`src/rtl/counter_mod_updown.sv`:
```
// counter_mod_updown: modulo-MAX up/down counter with clear, load, wrap/saturate and a registered terminal-count pulse
// Ports: clk (rising edge), rst (sync, active-low), enable (step request), up_down (1 up / 0 down),
//        clear (sync clear), load/load_val (parallel load, clamped to MAX), Q (count), tc (registered
//        terminal-count pulse), at_term (combinational: Q at MAX going up or 0 going down).
// Define COUNTER_OVF_STICKY_EN to add ovf_clr (input) and ovf (sticky registered overflow flag).
module counter_mod_updown #(
    parameter int unsigned WIDTH    = 8,
    parameter int unsigned MAX      = 255,
    parameter bit          SATURATE = 1'b0
) (
    input  logic             clk,
    input  logic             rst,
    input  logic             enable,
    input  logic             up_down,
    input  logic             clear,
    input  logic             load,
    input  logic [WIDTH-1:0] load_val,
`ifdef COUNTER_OVF_STICKY_EN
    input  logic             ovf_clr,
    output logic             ovf,
`endif
    output logic [WIDTH-1:0] Q,
    output logic             tc,
    output logic             at_term
);
    localparam logic [WIDTH-1:0] MAX_V = WIDTH'(MAX);
    if (WIDTH < 2 || MAX < 1 || longint'(MAX) > (longint'(1) << WIDTH) - 1) begin : g_bad_param
        $error("counter_mod_updown: need WIDTH>=2 and 1 <= MAX <= 2^WIDTH-1");
    end
    logic [WIDTH-1:0] q_q, q_d;
    logic             tc_q, tc_d;
    logic             term_step;
    // Going up, anything at or above MAX is terminal so a forced out-of-range count recovers on the next step.
    assign term_step = enable & (up_down ? q_q >= MAX_V : q_q == '0);
    always_comb begin
        tc_d = ~clear & ~load & term_step;
        q_d  = clear    ? '0 :
               load     ? (load_val > MAX_V ? MAX_V : load_val) :
               !enable  ? q_q :
               up_down  ? (term_step ? (SATURATE ? MAX_V : '0) : q_q + WIDTH'(1)) :
                          (term_step ? (SATURATE ? '0 : MAX_V) : q_q - WIDTH'(1));
    end
    always_ff @(posedge clk) begin
        if (!rst) begin
            q_q  <= '0;
            tc_q <= 1'b0;
        end else begin
            q_q  <= q_d;
            tc_q <= tc_d;
        end
    end
`ifdef COUNTER_OVF_STICKY_EN
    logic ovf_q, ovf_d;
    // A terminal step sets the flag even when ovf_clr is asserted in the same cycle.
    assign ovf_d = tc_d | (ovf_q & ~clear & ~ovf_clr);
    always_ff @(posedge clk) begin
        if (!rst) ovf_q <= 1'b0;
        else ovf_q <= ovf_d;
    end
    assign ovf = ovf_q;
`endif
    assign Q       = q_q;
    assign tc      = tc_q;
    assign at_term = up_down ? q_q == MAX_V : q_q == '0;
endmodule

```
`config.mk`:
```
export PLATFORM = sky130hd
export DESIGN_NAME = counter_mod_updown
export DESIGN_NICKNAME = d
export VERILOG_FILES = /design/src/rtl/counter_mod_updown.sv
export SDC_FILE = /design/constraint.sdc
export NUM_CORES = 1
export LEC_CHECK = 0
export CELL_PAD_IN_SITES_DETAIL_PLACEMENT = 1
export CELL_PAD_IN_SITES_GLOBAL_PLACEMENT = 2
export CORE_ASPECT_RATIO = 0.5
export CORE_MARGIN = 8
export CORE_UTILIZATION = 26
export CTS_CLUSTER_DIAMETER = 200
export DETAILED_ROUTE_END_ITERATION = 10
export PLACE_DENSITY_LB_ADDON = 0.1
export SETUP_SLACK_MARGIN = 0.1
export SLEW_MARGIN = 30
export SYNTH_ARGS = -nofsm -noshare
export SYNTH_HDL_FRONTEND = slang
export SYNTH_SLANG_ARGS = --single-unit
```
`constraint.sdc`:
```
create_clock -name clk -period 1.8 [get_ports clk]
set_input_delay 0.27 -clock clk [delete_from_list [all_inputs] [get_ports clk]]
set_output_delay 0.27 -clock clk [all_outputs]
set_load 0.05 [all_outputs]
```
# After elaboration in Yosys (flattened, before gate mapping)
# Cells that the tools add are included.
[totals]
reg_bits = 9
latchBits = 0
ramBits = 0
rom_bits = 0
inputBits = 14
output_inout_bits = 10
wordCells = 24
mem_count = 0
[op_classes]
n_addsub = 2
multipliers = 0
div_mod_pow = 0
magnitude_cmp = 2
eq_ne = 1
shift = 0
mux = 8
bitwise_logic = 6
n_reduce_logical = 3
[op_table]
columns = ["op", "count"]
rows = [
  ["$mux W8", 6],
  ["$add A8 B1 Y8 const B", 1],
  ["$eq A8 B8 Y1 const B", 1],
  ["$ge A8 B8 Y1 const B", 1],
  ["$gt A8 B8 Y1 const B", 1],
  ["$logic_not A8 Y1", 1],
  ["$sub A8 B1 Y8 const B", 1],
  ["$and A1 B1 Y1", 3],
  ["$not A1 Y1", 3],
  ["$mux W1", 2],
  ["$reduce_bool A2 Y1", 1],
  ["$reduce_or A2 Y1", 1],
]

# Logic depth before layout (Yosys ltp)
# Gate-level depths: netlist of the first run.
[depth]
ltp_word = 7
mapped_depth = 6
depth_no_buf = 6

# Worst setup path after synthesis of the first run
# Ideal clock, no wire load.
[synth_path]
path_type = "register to output"
from = "register q_q[0], in the netlist Q[0]"
to = "output at_term"
arrival_time_ns = 1.787
required_time_ns = 1.530
path_slack_ns = -0.257
path_stages_with_launch = 5
path_buffers = 0
cell_sequence = "dfxtp_1 -> ha_1 -> nand4_1 -> or2_4 -> nand2_1"
[synth_between]
elab_chain_cells = 2
[synth_lines]
columns = ["item", "line", "rtl"]
rows = [
  ["start: declaration", "30", "logic [WIDTH-1:0] q_q, q_d;"],
  ["start signal: assignment", "48", "q_q <= q_d;"],
  ["$eq A8 B8 Y1 / $logic_not A8 Y1 (equally long branches)", "64", "assign at_term = up_down ? q_q == MAX_V : q_q == '0;"],
  ["$mux W1 (*)", "64", ""],
  ["end: declaration", "24", "output logic at_term"],
]
# Mark *: on every way between the ends. The rest lies on a longest branch, timed or not.

# Worst setup path after layout of the first run
[layout_path]
from = "register q_q[3], in the netlist Q[3]"
to = "register q_q[7], in the netlist Q[7]"
[layout_between]
elab_chain_cells = 7
[layout_lines]
columns = ["item", "line", "rtl"]
rows = [
  ["$ge A8 B8 Y1 / $logic_not A8 Y1 (equally long branches)", "34", "assign term_step = enable & (up_down ? q_q >= MAX_V : q_q == '0);"],
  ["$mux W1", "34", ""],
  ["$and A1 B1 Y1", "34", ""],
  ["$mux W8 (on tied branches)", "41, 40", ""],
  ["$mux W8 (*)", "40", "up_down ? (term_step ? (SATURATE ? MAX_V : '0) : q_q + WIDTH'(1)) :"],
  ["$mux W8 (*)", "39", "!enable ? q_q :"],
  ["$mux W8 (*)", "38", "load ? (load_val > MAX_V ? MAX_V : load_val) :"],
]
# Mark *: on every way between the ends. The rest lies on a longest branch, timed or not. The select of a mux whose other input is x is not followed.
# A chain may end at the register's enable or synchronous reset.

==> results of run 1 <==
[per-layer routing]
layer | part of all wire [%] | track usage [%]
met3 | 8.1 | 4.50
met5 | 0 | 0
met1 | 49 | 16.3
met4 | 0.30 | 1.28
met2 | 42 | 17.4
[cell type report]
class	count	area [µm²]	share of cell area, %
tap	40	50.0	3.76
timing repair buffer	46	395	29.7
clock buffer	4	45.0	3.39
sequential	9	200	15.1
inverter	3	11.3	0.847
multi-input combinational	90	628	47.2
[registers in the layout, summed over array words and instances, names as in the netlist]
| signal | cells |
|---|---|
| Q | 8 |
| tc | 1 |
[final timing paths]
check,endpoint,startpoint
worst max-delay path,Q[7],Q[3]
worst min-delay path,Q[4],Q[4]
worst max register to register,Q[7],Q[3]
worst min register to register,Q[4],Q[4]
[what timing repair did]
action,in CTS,in global routing
cloned,0,0
endpoints found under the setup margin,1,7
hold buffers,0,0
gates resized for setup,4,8
pin swaps,3,5
buffers inserted,6,3
[critical path, stage by stage, from the launching register on]
cell      delay, ps
dfxtp_4         360
nor4_4          390
nand4_4         160
buf_6           160
a21boi_4        240
nor3_1           90
o31ai_2         200
[synth_stat cells, drive strengths merged (4+ instances only)]
library cell	number	share of area, %
nand3	4	2.4
nor3	4	2.4
o21ai	7	4.2
nand4	5	6.2
xor2	4	4.2
a21oi	6	3.6
xnor2	5	5.2
dfxtp	9	21
nor2	11	4.9
buf	6	4.6
nand2	13	5.8
[cell families (layout without fill, tap and decap cells)]
logic type | after synthesis | after routing | share of synthesized area [%]
flip-flops | 9 | 9 | 21.4
XOR/XNOR | 9 | 9 | 9.35
AND/OR/NAND/NOR | 48 | 48 | 32.0
adder cells (fa/ha/maj) | 3 | 3 | 4.45
buffers and inverters | 11 | 53 | 6.83
AO/OA/AOI/OAI | 30 | 30 | 26.0
[power by group through the flow]
| stage | Clock [mW] | Combinational [mW] | Sequential, mW |
|---|---|---|---|
| global route | 0.265 | 0.325 | 0.227 |
| CTS | 0.260 | 0.281 | 0.227 |
| global placement | 0 | 0.265 | 0.236 |
| finish | 0.250 | 0.302 | 0.225 |
| detailed placement | 0 | 0.263 | 0.236 |
| floorplan | 0 | 0.140 | 0.254 |
[through the flow]
| stage | setup WS [ps] | hold WS [ps] |
|---|---|---|
| after floorplan | 101 | 465 |
| after global placement | 25.3 | 642 |
| after detailed placement | -62.7 | 634 |
| after CTS | 104 | 670 |
| after global routing | 52.9 | 699 |
| final | 116 | 663 |
==> qor.csv, run 1 <==
stage,metric,value,unit
routing,vias per std cell,5.07,
die,initial core utilization,27.7,%
logic_synthesis,Synth async-reset ratio,0,%
placement,DP Area,1190,µm²
placement,Placed Cells,179,
die,Core Area,3050,µm²
layout,number of inserted diodes,0,
logic_synthesis,Mapped Avg Cell Area,7.67,µm²
layout,"commonest non-fill, non-tap cell in the layout",buf_4,
logic_synthesis,"flops & latches, synth",9,
power_and_ir_drop,Clk pwr share,32.2,%
hold_path,worst hold path type,register to register,
power_and_ir_drop,sequential share of power,29.0,%
critical_path,CP Launch Type,register,
routing,TritonRoute pass-1 iters,5,
job,max cap viols,0,
logic_synthesis,Synth Flop Type,dfxtp_1,
global_routing,first-pass GRT wire length,4.99,mm
critical_path,worst endpoint required time,1950,ps
logic_synthesis,Synth Net Count,127,
timing,"Hold Vio Cnt, Final",0,
clock_network,CTS H-tree lvls,1,
critical_path,CP Data Arrival Time,1840,ps
clock_network,Root Buffer,clkbuf_8,
global_routing,largest net degree at the start of global routing,18,
logic_synthesis,synthesized area,843,µm²
clock_network,CTS Buf Count,3,
routing,Iter 0 DRT Violations,45,
timing,Fmax,594,MHz
layout,Fillers,380,
placement,post-DP HPWL,2.40,mm
timing,Worst Clk Skew,2.72,ps
die,IO Pins,24,
timing,# setup viols final,0,
logic_synthesis,yosys warns,0,
timing,Final Slew Violations,0,
placement,port bufs,23,
timing,Tcrit/Tclk final,93.5,%
timing,RSZ-0062 raised after global routing,yes,
power_and_ir_drop,Internal,508,µW
die,Die Y,56.3,µm
routing,DRC viols,0,
global_routing,number of global-route vias before repair,934,
logic_synthesis,post-synth cell types,37,
timing,worst slew pin tran,507,ps
power_and_ir_drop,Power Total,778,µW
die,# rows,14,
global_routing,initial antenna violation count,0,
layout,nets,170,
hold_path,hold path depth,2,
layout,most frequent cells in the layout,"buf_4 (30), clkdlybuf4s50_1 (13), nor2_1 (11), nand2_1 (11), o21ai_0 (7)",
logic_synthesis,cell count after synthesis,110,
run_status,status,completed,
critical_path,R2R cell count,6,
power_and_ir_drop,PwrDens,585,nW/µm²
clock_network,clk buf depth,2,
routing,Total Wirelength,3.34,mm
routing,post-route antenna net violation count,0,
power_and_ir_drop,Net Sw Frac,34.8,%
global_routing,Total Routing Usage GR,11.9,%
timing,Final min period,1680,ps
layout,share of cells above drive strength 1,38.2,%
layout,Layout area overhead,57.7,%
timing,setup tns final,0,ps
layout,post-layout instance area,1330,µm²
logic_synthesis,sequential share of the synthesized area,21.4,%
timing,slew margin rel.,66.1,%
critical_path,setup slack on the worst flop-to-flop path,120,ps
clock_network,Worst-Skew Late Latency,240,ps
clock_network,TritonCTS clock tree,done,
global_routing,Overflow after GRT,0,
routing,routed len/inst,17.4,µm
logic_synthesis,"EDFF count, synth",0,
layout,Final Non-Filler Cells,192,
critical_path,Setup crit end kind,register,
power_and_ir_drop,Sw Pwr,271,µW
clock_network,clk slew on worst S/H paths,50,ps
die,die width,96.5,µm
power_and_ir_drop,Peak supply drop,0.284,mV
placement,routability cong.,0.812,
power_and_ir_drop,Leakage,0.542,nW
routing,DR vias,974,
critical_path,largest fanout on the critical path,6,
clock_network,CTS Sinks,9,
die,Die ar.,5430,µm²
power_and_ir_drop,Comb pwr share,38.8,%
layout,final core occ,43.6,%
critical_path,Setup CP Type,register to register,
(Power assumes the default switching activity.)
==> run 2, diff against run 1 <==
CORE_UTILIZATION = 27   (was 26)
CTS_BUF_LIST = sky130_fd_sc_hd__clkbuf_4 sky130_fd_sc_hd__clkbuf_8   (was unset)
==> run 2 against run 1 <==
Sequential power rose by 2%. Count of clock-buffer cells in the layout did not move. Flip-flop and latch count did not move. Maximum frequency rose by 0.97%. Critical path depth fell by 1. Register-to-register slack improved by 110 ps. Global-route usage barely moved. Clock power rose by 5%. Final area fell by 3.8%. Via count fell by 6.6%. Highest routed layer is now met3.
==> qor.csv, run 2 (same netlist as run 1, synthesis figures left out) <==
stage,metric,value,unit,change
global_routing,first-pass GRT wire length,4.95,mm,-0.68%
clock_network,clk slew on worst S/H paths,50,ps,about the same
timing,Fmax,600,MHz,+0.97%
critical_path,"CP delay by family, top",simple AND/OR/NAND/NOR gates,,
global_routing,number of global-route vias before repair,954,,+2.1%
layout,"commonest non-fill, non-tap cell in the layout",buf_4,,
clock_network,CTS Sinks,9,,unchanged
timing,RSZ-0062 raised after global routing,yes,,
job,max cap viols,0,,unchanged
clock_network,clk buf depth,2,,unchanged
routing,routed len/inst,16.4,µm,-5.7%
critical_path,CP Launch Type,register,,
layout,nets,164,,-3.5%
power_and_ir_drop,Power Total,768,µW,-1.4%
routing,Total Wirelength,3.05,mm,-8.7%
clock_network,Root Buffer,clkbuf_8,,
critical_path,CP Data Arrival Time,1400,ps,-440 ps
layout,share of cells above drive strength 1,32.9,%,-5.3 points
die,initial core utilization,28.2,%,+0.49 points
hold_path,worst hold path type,register to register,,
critical_path,Setup CP Type,register to output pin,,
power_and_ir_drop,Peak supply drop,0.226,mV,-20%
power_and_ir_drop,PwrDens,600,nW/µm²,+2.5%
layout,final core occ,42.7,%,-0.91 points
timing,# setup viols final,0,,unchanged
critical_path,Setup crit end kind,output pin,,
timing,Tcrit/Tclk final,92.6,%,-0.90 points
routing,vias per std cell,4.89,,-3.6%
critical_path,largest fanout on the critical path,6,,unchanged
critical_path,"Slowest-stage cell, CP",dfxtp_4,,
die,Die Y,55.5,µm,-1.3%
global_routing,largest net degree at the start of global routing,18,,unchanged
timing,Final Slew Violations,0,,unchanged
layout,Layout area overhead,51.8,%,
clock_network,Worst-Skew Late Latency,240,ps,about the same
run_status,status,completed,,
die,Die ar.,5280,µm²,-2.9%
die,# rows,14,,unchanged
die,die width,95.0,µm,-1.6%
placement,post-DP HPWL,2.37,mm,-1.5%
global_routing,initial antenna violation count,0,,unchanged
placement,port bufs,23,,unchanged
timing,worst hold slack,634,ps,-28.7 ps
timing,Final min period,1670,ps,-16.1 ps
timing,"Hold Vio Cnt, Final",0,,unchanged
routing,Iter 0 DRT Violations,46,,+2.2%
clock_network,CTS Buf Count,3,,unchanged
layout,Largest register FFs,8,,unchanged
global_routing,Overflow after GRT,0,,unchanged
layout,number of inserted diodes,0,,unchanged
timing,Worst Clk Skew,6.07,ps,+3.36 ps
global_routing,Total Routing Usage GR,11.9,%,about the same
clock_network,TritonCTS clock tree,done,,
power_and_ir_drop,Leakage,0.517,nW,-4.7%
die,Core Area,3000,µm²,-1.7%
critical_path,worst endpoint required time,1530,ps,-420 ps
placement,routability cong.,0.837,,+3.0%
timing,worst slew pin tran,494,ps,-13.5 ps
critical_path,critical path cell sequence,ha_2 > nand4_1 > or2_4 > nand2_2 > buf_12,,
clock_network,CTS H-tree lvls,1,,unchanged
routing,TritonRoute pass-1 iters,4,,-1
critical_path,worst stage delay on the critical path,370,ps,-20 ps
die,IO Pins,24,,unchanged
routing,DR vias,910,,-6.6%
critical_path,CP bufs+invs,1,,unchanged
layout,Fillers,370,,-2.6%
routing,DRC viols,0,,unchanged
routing,post-route antenna net violation count,0,,unchanged
layout,most frequent cells in the layout,"buf_4 (24), clkdlybuf4s50_1 (14), nand2_1 (12)",,
timing,slew margin rel.,67.0,%,+0.90 points
[run 2: changes by cell type in the layout (fill, tap and decap cells not counted), sizes merged]
cell           change
buf                -6
dlygate4sd2        -1
clkdlybuf4s50      +1
[run 2: where the power goes]
part / internal [mW] / total (mW) / switching [mW]
Combinational: 0.132 / 0.277 / 0.144
Sequential: 0.207 / 0.229 / 0.0220
Clock: 0.170 / 0.262 / 0.0917
Total: 0.510 / 0.768 / 0.258
[run 2: what timing repair did]
item	4_1_cts	5_1_grt
hold endpoints to repair	0	0
hold buffers	0	0
endpoints found under the setup margin	1	1
cloned	0	0
pin swaps	2	0
resized for setup	1	3
buffers inserted	2	1
[run 2: layout make-up]
cell class / instances / area, µm² / share of cell area (%)
Clock buffer: 4 / 48.8 / 3.81
Inverter: 3 / 11.3 / 0.880
Multi-Input combinational cell: 90 / 611 / 47.7
Sequential cell: 9 / 199 / 15.5
Tap cell: 40 / 50.0 / 3.91
Timing Repair Buffer: 40 / 360 / 28.2
[run 2: path summary, 6_finish.rpt]
check | start | to | slack [ps] | cells after the start
worst max-delay path | Q[0] | at_term | 130 | 5
worst min-delay path | Q[0] | Q[0] | 630 | 2
worst max register to register | Q[0] | Q[3] | 230 | 6
worst min register to register | Q[0] | Q[0] | 630 | 2
[run 2: tightest hold or removal path, delay by kind of cell, from the launching register on]
kind               cells  cell delay [ps]
DFF                    1              360
AOI/OAI and AO/OA      1              140
and+or+nand+nor        1              100
[run 2: routing by layer]
layer | vias up | wire (µm) | GRT usage [%]
li1 | 467 | - | -
met1 | 414 | 1610 | 17.2
met2 | 29 | 1190 | 16.6
met5 | - | 0 | 0
met4 | 0 | 0 | 0.661
met3 | 0 | 257 | 4.44
[run 2: stage by stage]
step	TNS (ps)	setup WS, ps	area (µm²)	cells
floorplan	0	101	862	110
global placement	0	8.01	1200	179
detailed placement	-50.0	-23.9	1200	179
CTS	0	106	1260	185
global route	0	61.1	1280	186
finish	0	132	1280	186
==> run 3, diff against run 2 <==
CTS_CLUSTER_DIAMETER = unset   (was 200)
==> results of run 3 <==
Final layout, timing and power as in run 2 (identical DEF).
